## src/rtl/ysyx_25030093_pkg.sv

```systemverilog
// Shared definitions for the ysyx_25030093 core: default widths, reset PC and
// the instruction-queue entry layout.
package ysyx_25030093_pkg;

  localparam int          XLEN_DEF     = 32;
  localparam logic [31:0] RESET_PC_DEF = 32'h8000_0000;

  typedef struct packed {
    logic [XLEN_DEF-1:0] inst;
    logic [XLEN_DEF-1:0] pc;
    logic                err;
  } ifq_entry_t;

endpackage

```

## src/rtl/ysyx_25030093_ifu_queue_if.sv

```systemverilog
// Fetch-unit bus bundle: memory request/response channel, redirect input and
// the instruction handoff towards the IDU.
interface ysyx_25030093_ifu_queue_if #(
  parameter int XLEN = 32
);
  logic            req_valid;
  logic            req_ready;
  logic [XLEN-1:0] req_addr;
  logic            rsp_valid;
  logic [XLEN-1:0] rsp_data;
  logic            rsp_err;
  logic            redirect_valid;
  logic [XLEN-1:0] redirect_pc;
  logic            inst_valid;
  logic            inst_ready;
  logic [XLEN-1:0] inst;
  logic [XLEN-1:0] inst_pc;
  logic            inst_err;

  modport master (
    output req_valid, req_addr, inst_valid, inst, inst_pc, inst_err,
    input  req_ready, rsp_valid, rsp_data, rsp_err, redirect_valid, redirect_pc, inst_ready
  );

  modport slave (
    input  req_valid, req_addr, inst_valid, inst, inst_pc, inst_err,
    output req_ready, rsp_valid, rsp_data, rsp_err, redirect_valid, redirect_pc, inst_ready
  );
endinterface

```

## src/rtl/ysyx_25030093_sync_fifo.sv

```systemverilog
// Small synchronous FIFO with flush and occupancy count; depth need not be a
// power of two. Head data is read combinationally.
module ysyx_25030093_sync_fifo #(
  parameter int W     = 32,
  parameter int DEPTH = 4
) (
  input  logic                       clk,
  input  logic                       rst,
  input  logic                       flush,
  input  logic                       push,
  input  logic                       pop,
  input  logic [W-1:0]               din,
  output logic [W-1:0]               dout,
  output logic [$clog2(DEPTH+1)-1:0] count,
  output logic                       full
);
  localparam int CW = $clog2(DEPTH + 1);
  localparam int AW = (DEPTH > 1) ? $clog2(DEPTH) : 1;

  logic [W-1:0]  mem [DEPTH];
  logic [AW-1:0] rd_ptr, wr_ptr;
  logic          do_push, do_pop;

  function automatic logic [AW-1:0] inc(input logic [AW-1:0] p);
    return (p == AW'(DEPTH - 1)) ? '0 : p + AW'(1);
  endfunction

  assign full    = (count == CW'(DEPTH));
  assign do_pop  = pop && (count != '0);
  // A full FIFO may still accept when the head leaves in the same cycle.
  assign do_push = push && (!full || do_pop);
  assign dout    = mem[rd_ptr];

  always_ff @(posedge clk or negedge rst) begin
    if (!rst) begin
      rd_ptr <= '0;
      wr_ptr <= '0;
      count  <= '0;
      for (int i = 0; i < DEPTH; i++) mem[i] <= '0;
    end else if (flush) begin
      rd_ptr <= '0;
      wr_ptr <= '0;
      count  <= '0;
    end else begin
      if (do_push) begin
        mem[wr_ptr] <= din;
        wr_ptr      <= inc(wr_ptr);
      end
      if (do_pop) rd_ptr <= inc(rd_ptr);
      count <= count + CW'(do_push) - CW'(do_pop);
    end
  end
endmodule

```

## src/rtl/ysyx_25030093_ifu_queue.sv

```systemverilog
// Queued fetch unit: sequential fetch with bounded outstanding requests, an
// in-order instruction queue and redirect flush. Optional IFQ_BYPASS_EN
// forwards a response straight to the IDU when the queue is empty.
module ysyx_25030093_ifu_queue
  import ysyx_25030093_pkg::*;
#(
  parameter int              XLEN     = XLEN_DEF,
  parameter int              DEPTH    = 4,
  parameter int              MAX_OUT  = 2,
  parameter logic [XLEN-1:0] RESET_PC = XLEN'(RESET_PC_DEF)
) (
  input logic                       clk,
  input logic                       rst,
  ysyx_25030093_ifu_queue_if.master bus
);
  localparam int QW = $clog2(DEPTH + 1);
  localparam int PW = $clog2(MAX_OUT + 1);
  localparam int CW = $clog2(DEPTH + MAX_OUT + 1) + 1;

  typedef struct packed {
    logic [XLEN-1:0] inst;
    logic [XLEN-1:0] pc;
    logic            err;
  } entry_t;

  logic            run;
  logic [XLEN-1:0] fetch_pc;
  logic [CW-1:0]   live, discard;

  logic [QW-1:0]   q_count;
  logic            q_full, q_empty, q_push, q_pop;
  entry_t          q_din, q_head;

  logic [PW-1:0]   pt_count;
  logic            pt_full;
  logic [XLEN-1:0] pt_head;

  logic            accept, rsp_live, rsp_drop, byp;

  // run holds off the first request until the cycle after reset release.
  assign bus.req_valid = run && !bus.redirect_valid
                      && (CW'(q_count) + live < CW'(DEPTH))
                      && (live + discard < CW'(MAX_OUT));
  assign bus.req_addr  = fetch_pc;
  assign accept        = bus.req_valid && bus.req_ready;

  // Responses belonging to flushed requests come back first (in order).
  assign rsp_drop = bus.rsp_valid && (discard != '0);
  assign rsp_live = bus.rsp_valid && (discard == '0);
  assign q_empty  = (q_count == '0);

`ifdef IFQ_BYPASS_EN
  assign byp = rsp_live && q_empty && !bus.redirect_valid;
`else
  assign byp = 1'b0;
`endif

  assign q_din  = '{inst: bus.rsp_data, pc: pt_head, err: bus.rsp_err};
  assign q_push = rsp_live && !bus.redirect_valid && !(byp && bus.inst_ready);
  assign q_pop  = !q_empty && !bus.redirect_valid && bus.inst_ready;

  assign bus.inst_valid = (!q_empty || byp) && !bus.redirect_valid;
  assign bus.inst       = byp ? bus.rsp_data : q_head.inst;
  assign bus.inst_pc    = byp ? pt_head      : q_head.pc;
  assign bus.inst_err   = byp ? bus.rsp_err  : q_head.err;

  ysyx_25030093_sync_fifo #(.W($bits(entry_t)), .DEPTH(DEPTH)) u_inst_q (
    .clk   (clk),
    .rst   (rst),
    .flush (bus.redirect_valid),
    .push  (q_push),
    .pop   (q_pop),
    .din   (q_din),
    .dout  (q_head),
    .count (q_count),
    .full  (q_full)
  );

  // PCs of live requests, consumed as their responses arrive.
  ysyx_25030093_sync_fifo #(.W(XLEN), .DEPTH(MAX_OUT)) u_pc_trk (
    .clk   (clk),
    .rst   (rst),
    .flush (bus.redirect_valid),
    .push  (accept),
    .pop   (rsp_live),
    .din   (fetch_pc),
    .dout  (pt_head),
    .count (pt_count),
    .full  (pt_full)
  );

  always_ff @(posedge clk or negedge rst) begin
    if (!rst) begin
      run      <= 1'b0;
      fetch_pc <= RESET_PC;
      live     <= '0;
      discard  <= '0;
    end else begin
      run <= 1'b1;
      if (bus.redirect_valid) begin
        // Everything in flight becomes discard; a response this cycle retires one.
        live     <= '0;
        discard  <= discard + live + CW'(accept) - CW'(bus.rsp_valid);
        fetch_pc <= {bus.redirect_pc[XLEN-1:2], 2'b00};
      end else begin
        live    <= live + CW'(accept) - CW'(rsp_live);
        discard <= discard - CW'(rsp_drop);
        if (accept) fetch_pc <= fetch_pc + XLEN'(4);
      end
    end
  end

  a_q_no_overflow : assert property (@(posedge clk) disable iff (!rst)
    !(q_push && q_full && !q_pop));
  a_pt_no_overflow : assert property (@(posedge clk) disable iff (!rst)
    !(accept && pt_full));
  a_rsp_has_pc : assert property (@(posedge clk) disable iff (!rst)
    !(rsp_live && pt_count == '0));
endmodule
```

## src/flat_wrapper.sv

```systemverilog
// flat-port wrapper written by rule: the top's interface ports become plain ports
module ysyx_25030093_ifu_queue_flat import ysyx_25030093_pkg::*;
#(
  parameter int              XLEN     = XLEN_DEF,
  parameter int              DEPTH    = 4,
  parameter int              MAX_OUT  = 2,
  parameter logic [XLEN-1:0] RESET_PC = XLEN'(RESET_PC_DEF)
)
  (clk, rst, bus_req_valid, bus_req_addr, bus_inst_valid, bus_inst, bus_inst_pc, bus_inst_err, bus_req_ready, bus_rsp_valid, bus_rsp_data, bus_rsp_err, bus_redirect_valid, bus_redirect_pc, bus_inst_ready);
  ysyx_25030093_ifu_queue_if #(.XLEN(XLEN)) bus_i ();
  input logic clk;
  input logic rst;
  output wire logic [$bits(bus_i.req_valid)-1:0] bus_req_valid;
  output wire logic [$bits(bus_i.req_addr)-1:0] bus_req_addr;
  output wire logic [$bits(bus_i.inst_valid)-1:0] bus_inst_valid;
  output wire logic [$bits(bus_i.inst)-1:0] bus_inst;
  output wire logic [$bits(bus_i.inst_pc)-1:0] bus_inst_pc;
  output wire logic [$bits(bus_i.inst_err)-1:0] bus_inst_err;
  input wire logic [$bits(bus_i.req_ready)-1:0] bus_req_ready;
  input wire logic [$bits(bus_i.rsp_valid)-1:0] bus_rsp_valid;
  input wire logic [$bits(bus_i.rsp_data)-1:0] bus_rsp_data;
  input wire logic [$bits(bus_i.rsp_err)-1:0] bus_rsp_err;
  input wire logic [$bits(bus_i.redirect_valid)-1:0] bus_redirect_valid;
  input wire logic [$bits(bus_i.redirect_pc)-1:0] bus_redirect_pc;
  input wire logic [$bits(bus_i.inst_ready)-1:0] bus_inst_ready;
  assign bus_req_valid = bus_i.req_valid;
  assign bus_req_addr = bus_i.req_addr;
  assign bus_inst_valid = bus_i.inst_valid;
  assign bus_inst = bus_i.inst;
  assign bus_inst_pc = bus_i.inst_pc;
  assign bus_inst_err = bus_i.inst_err;
  assign bus_i.req_ready = bus_req_ready;
  assign bus_i.rsp_valid = bus_rsp_valid;
  assign bus_i.rsp_data = bus_rsp_data;
  assign bus_i.rsp_err = bus_rsp_err;
  assign bus_i.redirect_valid = bus_redirect_valid;
  assign bus_i.redirect_pc = bus_redirect_pc;
  assign bus_i.inst_ready = bus_inst_ready;
  ysyx_25030093_ifu_queue #(.XLEN(XLEN), .DEPTH(DEPTH), .MAX_OUT(MAX_OUT), .RESET_PC(RESET_PC)) u_core (.clk(clk), .rst(rst), .bus(bus_i));
endmodule
```

## config.mk

```make
export PLATFORM = sky130hd
export DESIGN_NAME = ysyx_25030093_ifu_queue_flat
export DESIGN_NICKNAME = d
export VERILOG_FILES = /design/src/rtl/ysyx_25030093_pkg.sv /design/src/rtl/ysyx_25030093_ifu_queue_if.sv /design/src/rtl/ysyx_25030093_sync_fifo.sv /design/src/rtl/ysyx_25030093_ifu_queue.sv /design/src/flat_wrapper.sv
export SDC_FILE = /design/constraint.sdc
export NUM_CORES = 1
export LEC_CHECK = 0
export CAP_MARGIN = 0
export CORE_MARGIN = 2
export CORE_UTILIZATION = 62
export CTS_CLUSTER_SIZE = 40
export DETAILED_ROUTE_END_ITERATION = 7
export PLACE_DENSITY = 0.92
export SYNTH_ARGS = -nofsm -noshare
export SYNTH_HDL_FRONTEND = slang
export SYNTH_HIERARCHICAL = 1
export SYNTH_SLANG_ARGS = --single-unit
```

## constraint.sdc

```tcl
create_clock -name clk -period 4.9 [get_ports clk]
set_input_delay 0.49 -clock clk [delete_from_list [all_inputs] [get_ports clk]]
set_output_delay 0.49 -clock clk [all_outputs]
set_load 0.03 [all_outputs]
```

==> flow_metrics.env, run 1 <==
export IMPL_min_period_ns=3.651
export IMPL_timing_fmax_mhz=273.9
export IMPL_rows=61
export IMPL_netlist_area_um2=17630
export IMPL_die_area_um2=29800
export IMPL_slowest_stage="clkdlybuf4s50_1"
export IMPL_grt_pass1_wl_um=63890
export IMPL_via_per_inst=6.146
export IMPL_met3_wirelength_um=2062
export IMPL_critPathBufInv=2
export IMPL_routed_wl_um=39050
export IMPL_coreArea_um2=27860
export IMPL_path_cells="inv_1 -> fa_1 -> xor2_1 -> ha_1 -> nand2_1 -> a211oi_1 -> o21a_1 -> clkdlybuf4s50_1"
export IMPL_relSlewSlack_pct=42.98
export IMPL_finalSetupViolCount=0
export IMPL_leakage_nw=9.573
export IMPL_io_pins=170
export IMPL_holdBufCountCts=0
export IMPL_worstPathArrival_ns=3.16
export IMPL_rrSetupSlack_ns=1.28
export IMPL_clk_pin_slew_ns=0.06
export IMPL_n_fill_cell=1627
export IMPL_grt_pass1_vias=11671
export IMPL_die_y_um=172.6
export IMPL_place_area_um2=19530
export IMPL_h_tree_depth=2
export IMPL_overflow=0
export IMPL_place_congestion=0.8963
export IMPL_violations="hold timing"
export IMPL_drc=0
export IMPL_wl_met1_um=16230
export IMPL_die_width_um=172.6
export IMPL_grt_usage_pct=26.74
export IMPL_dpl_hpwl_um=24020
export IMPL_tns_ns=0
export IMPL_initial_utilization_pct=63.28
export IMPL_worst_slew_pin_slew_ns=0.8554
export IMPL_worstSetupPathType="flop to output port"
export IMPL_clk_path_buf_depth=3
export IMPL_whs_ns=-0.02940
export IMPL_cap_violations=0
export IMPL_final_cell_mix="371 x dfrtp_1, 336 x mux2_2, 163 x clkdlybuf4s50_1, 65 x mux4_2, 41 x clkbuf_16"
export IMPL_diodes=0
export IMPL_drtPass1Iterations=4
export IMPL_fin_cells=1734
export IMPL_synth_avg_cell_area_um2=15.04
export IMPL_endpoint_kind="output port"
export IMPL_skew_ns=0.009714
export IMPL_critPathMaxStageDelay_ns=0.66
export IMPL_rsz0062_at_grt="false"
export IMPL_status="finished with violations"
export IMPL_wl_met2_um=19630
export IMPL_drt_first_iter_violations=650
export IMPL_ctsResizeCount=0
export IMPL_slew_viol_final=0
export IMPL_grt_max_degree=114
export IMPL_fin_nets=1431
export IMPL_cts_buffers=39
export IMPL_p_per_area_nw_per_um2=456.0
export IMPL_period_share_pct=74.51
export IMPL_hp_class="input pin to async pin"
export IMPL_dp_cells=1666
export IMPL_r2r_start="u_core/live[1]$_DFF_PN0_"
export IMPL_ant_nets=0
export IMPL_cp_top_family="buffers and inverters"
export IMPL_hold_viol_final=7
export IMPL_synth_warning_count=6
export IMPL_cts_setup_buffers=0
export IMPL_clk_insertion_delay_late_ns=0.52
export IMPL_numPortBuffers=165
export IMPL_cp_required_ns=4.41
export IMPL_crit_path_start="u_core/live[1]$_DFF_PN0_"
export IMPL_dr_total_vias=10658
export IMPL_final_common_cell="dfrtp_1"
export IMPL_routedWlPerCell_um=22.52
export IMPL_cp_max_fo=4
export IMPL_cts_sinks=374
export IMPL_start_kind="flop"
export IMPL_top_layer_used="met4"
export IMPL_syn_inst=1172
export IMPL_irDropWorstVdd_mv=0.3411
export IMPL_cts_tree="yes"
export IMPL_root_buffer="clkbuf_16"
export IMPL_syn2layout_area_growth_pct=18.01
export IMPL_layout_drive_gt1_share_pct=39.31
export IMPL_design_area_um2=20800
export IMPL_antenna_found_initial=0
==> metal layers <==
layer | vias to the layer above | global-route usage, %
li1 | 4622 | -
met1 | 5619 | 36.13
met4 | 0 | 8.440
met3 | 86 | 4.617
met5 | - | 0
met2 | 331 | 44.76
==> path summary, 6_finish.rpt <==
| check | endpoint | cells after the start |
|---|---|---|
| setup reg to reg | u_core/live[2]$_DFF_PN0_ | 14 |
| min in group clk | u_core/live[2]$_DFF_PN0_ | 2 |
| max in group asynchronous | u_core/u_inst_q/mem[251]$_DFFE_PN0P_ | 2 |
| hold / removal | u_core/live[3]$_DFF_PN0_ | 1 |
| hold reg to reg | u_core/u_inst_q/mem[128]$_DFFE_PN0P_ | 1 |
| setup / recovery | bus_req_valid | 8 |
==> metrics by stage <==
stage / setup WS (ns) / util, % / total power [mW]
6_report: 1.249 / 74.68 / 9.486
5_1_grt: 1.013 / 74.68 / 9.920
4_1_cts: 1.230 / 74.68 / 9.551
3_5_place_dp: 1.309 / 70.10 / 6.594
3_3_place_gp: 1.395 / 70.10 / 6.465
2_1_floorplan: 1.515 / - / 5.584
==> flip-flops by register name (all words and copies together) (netlist names), 2 cells and up <==
name	count
u_core/discard	4
u_core/u_pc_trk/mem	64
u_core/u_inst_q/rd_ptr	2
u_core/u_pc_trk/count	2
u_core/u_inst_q/mem	260
u_core/u_inst_q/count	3
u_core/bus.req_addr	30
u_core/u_inst_q/wr_ptr	2
u_core/live	4
==> area by class of cell <==
type,count,area [um2],share of cell area (%)
Sequential cell,374,9368,45.03
Inverter,32,120.1,0.5774
Tap cell,378,473.0,2.273
Clock buffer,52,1137,5.467
Clock inverter,16,138.9,0.6676
Multi-Input combinational cell,700,7700,37.01
Timing Repair Buffer,182,1867,8.973
==> where the power goes <==
| part | total, mW | internal, mW | switching [mW] | leakage [nW] |
|---|---|---|---|---|
| logic | 2.72 | 1.32 | 1.40 | 3.85 |
| registers | 3.85 | 3.53 | 0.316 | 5.09 |
| clock network | 2.92 | 1.73 | 1.18 | 0.636 |
| total | 9.49 | 6.59 | 2.90 | 9.57 |
Note: power is estimated with default switching activity, not from simulation.
==> inputs of run 2 (changes only) <==
--- a/config.mk
+++ b/config.mk
@@ -7,10 +7,10 @@
 export LEC_CHECK = 0
 export CAP_MARGIN = 0
 export CORE_MARGIN = 2
-export CORE_UTILIZATION = 62
+export CORE_UTILIZATION = 58
 export CTS_CLUSTER_SIZE = 40
 export DETAILED_ROUTE_END_ITERATION = 7
-export PLACE_DENSITY = 0.92
+export PLACE_DENSITY = 0.87
 export SYNTH_ARGS = -nofsm -noshare
 export SYNTH_HDL_FRONTEND = slang
 export SYNTH_HIERARCHICAL = 1
==> constraint.sdc (replaced) <==
create_clock -name clk -period 3.6 [get_ports clk]
set_input_delay 0.36 -clock clk [delete_from_list [all_inputs] [get_ports clk]]
set_output_delay 0.36 -clock clk [all_outputs]
set_load 0.03 [all_outputs]
==> run 2 against run 1 <==
The run now ends clean. Critical path depth fell by 5. Cell count rose by 1.7%. Flip-flop and latch count unchanged. Via count is 0.75% lower. Register-to-register slack lost 1.0 ns. Sequential share of layout area down 0.56 points. Clock power rose by 42%. Wire length down 2.5%. Clock skew grew 0.011 ns. Critical endpoint is now bus_inst_pc[29]. Highest routed layer unchanged.
==> flow_metrics.env, run 2 (same netlist as run 1, synthesis figures left out) <==
export IMPL_cts_tree="yes"
export IMPL_slowest_stage="dfrtp_4"
export IMPL_n_fill_cell=1917
export IMPL_worst_slew_pin_slew_ns=1.098
export IMPL_endpoint_kind="output port"
export IMPL_routed_wl_um=38090
export IMPL_drc=0
export IMPL_status="complete, no violations"
export IMPL_cts_setup_buffers=0
export IMPL_largest_register_ffs=260
export IMPL_overflow=0
export IMPL_seq_area_um2=9368
export IMPL_grt_usage_pct=24.87
export IMPL_root_buffer="clkbuf_16"
export IMPL_relSlewSlack_pct=26.77
export IMPL_leakage_nw=9.696
export IMPL_drt_first_iter_violations=730
export IMPL_layout_drive_gt1_share_pct=39.62
export IMPL_rows=63
export IMPL_grt_max_degree=89
export IMPL_tns_ns=0
export IMPL_irDropWorstVdd_mv=0.3455
export IMPL_clk_pin_slew_ns=0.06
export IMPL_hold_viol_final=0
export IMPL_start_kind="flop"
export IMPL_fin_nets=1444
export IMPL_worstPathArrival_ns=2.99
export IMPL_antenna_found_initial=0
export IMPL_clk_path_buf_depth=3
export IMPL_syn2layout_area_growth_pct=19.48
export IMPL_grt_pass1_wl_um=61940
export IMPL_final_common_cell="dfrtp_1"
export IMPL_io_pins=170
export IMPL_die_area_um2=31810
export IMPL_diodes=0
export IMPL_whs_ns=0.3375
export IMPL_multiInputGateArea_um2=7700
export IMPL_place_area_um2=19690
export IMPL_path_cells="buf_4 -> mux4_2 -> clkdlybuf4s50_1"
export IMPL_die_width_um=178.3
export IMPL_cts_buffers=41
export IMPL_initial_utilization_pct=59.17
export IMPL_p_total_mw=13.07
export IMPL_dpl_hpwl_um=23950
export IMPL_timing_fmax_mhz=298.9
export IMPL_fin_util_pct=70.69
export IMPL_ant_nets=0
export IMPL_cts_sinks=374
export IMPL_clk_insertion_delay_late_ns=0.53
export IMPL_rsz0062_at_grt="false"
export IMPL_critPathMaxStageDelay_ns=0.94
export IMPL_die_y_um=178.3
export IMPL_min_period_ns=3.346
export IMPL_design_area_um2=21060
export IMPL_h_tree_depth=2
export IMPL_place_congestion=0.8515
export IMPL_period_share_pct=92.93
export IMPL_cp_max_fo=37
export IMPL_p_per_area_nw_per_um2=620.6
export IMPL_routedWlPerCell_um=21.61
export IMPL_drtPass1Iterations=5
export IMPL_top_register="u_core/u_inst_q/mem"
export IMPL_numPortBuffers=165
export IMPL_cp_required_ns=3.24
export IMPL_hp_class="input pin to flop"
export IMPL_dr_total_vias=10578
export IMPL_worstSetupPathType="flop to output port"
export IMPL_slew_viol_final=0
export IMPL_coreArea_um2=29800
export IMPL_grt_pass1_vias=11427
export IMPL_finalSetupViolCount=0
export IMPL_cap_violations=0
export IMPL_final_cell_mix="371 x dfrtp_1, 336 x mux2_2, 162 x clkdlybuf4s50_1, 65 x mux4_2, 43 x clkbuf_16"
export IMPL_skew_ns=0.02062
export IMPL_via_per_inst=6.000
[run 2: cell types whose count changed in the layout (fill, tap and decap cells not counted), sizes merged]
cell	previous run	this run
buf	19	29
clkbuf	52	59
clkdlybuf4s50	163	162
clkinv	12	10
dlygate4sd3	0	1
dlymetal6s2s	0	1
inv	32	33
[run 2: metrics by stage]
| stage | std cells | worst slack [ns] |
|---|---|---|
| floorplan | 1177 | 0.2153 |
| global placement | 1688 | 0.3675 |
| detailed placement | 1688 | 0.2958 |
| CTS | 1763 | 0.05727 |
| global route | 1763 | 0.08581 |
| finish | 1763 | 0.2544 |
[run 2: what timing repair did]
action                                  4_1_cts  5_1_grt
gates resized for setup                       0        1
hold buffers                                  1        0
endpoints found under the hold margin        82        0
endpoints found under the setup margin        0        1
[run 2: power breakdown]
part / switching (mW) / internal (mW) / total [mW]
registers: 0.422 / 4.81 / 5.23
clock network: 1.66 / 2.49 / 4.14
logic: 1.89 / 1.81 / 3.70
total: 3.97 / 9.11 / 13.1
[run 2: final timing paths]
path / slack [ns] / cells after the start / end / from
worst max-delay path: 0.25 / 3 / bus_inst_pc[29] / u_core/u_inst_q/rd_ptr[0]$_DFFE_PN0P_
worst min-delay path: 0.34 / 3 / u_core/u_pc_trk/count[0]$_DFF_PN0_ / bus_redirect_valid
worst max register to register: 0.26 / 11 / u_core/u_pc_trk/mem[7]$_DFFE_PN0P_ / u_core/live[1]$_DFF_PN0_
worst min register to register: 0.50 / 1 / u_core/u_inst_q/mem[1]$_DFFE_PN0P_ / u_core/u_inst_q/mem[1]$_DFFE_PN0P_
max in group asynchronous: 2.22 / 3 / u_core/u_inst_q/mem[247]$_DFFE_PN0P_ / rst
min in group asynchronous: 0.41 / 2 / u_core/discard[3]$_DFF_PN0_ / rst
[run 2: metal layers]
metal | share of wire [%] | GRT usage, %
met1 | 42 | 33.85
met2 | 51 | 41.78
met4 | 2.7 | 7.825
met5 | 0 | 0
met3 | 4.5 | 3.474
[run 2: critical path: cells and delay by family, from the launching register on]
family | cells | cell delay, ns
mux | 1 | 0.52
buf+inv | 2 | 0.99
flops | 1 | 0.94
[run 2: final cells by class]
| class | count | area share [%] |
|---|---|---|
| Sequential cell | 374 | 44.47 |
| Tap cell | 390 | 2.317 |
| Timing Repair Buffer | 193 | 9.635 |
| Clock inverter | 15 | 0.7247 |
| Clock buffer | 59 | 5.726 |
| Inverter | 32 | 0.5702 |
| Multi-Input combinational cell | 700 | 36.55 |
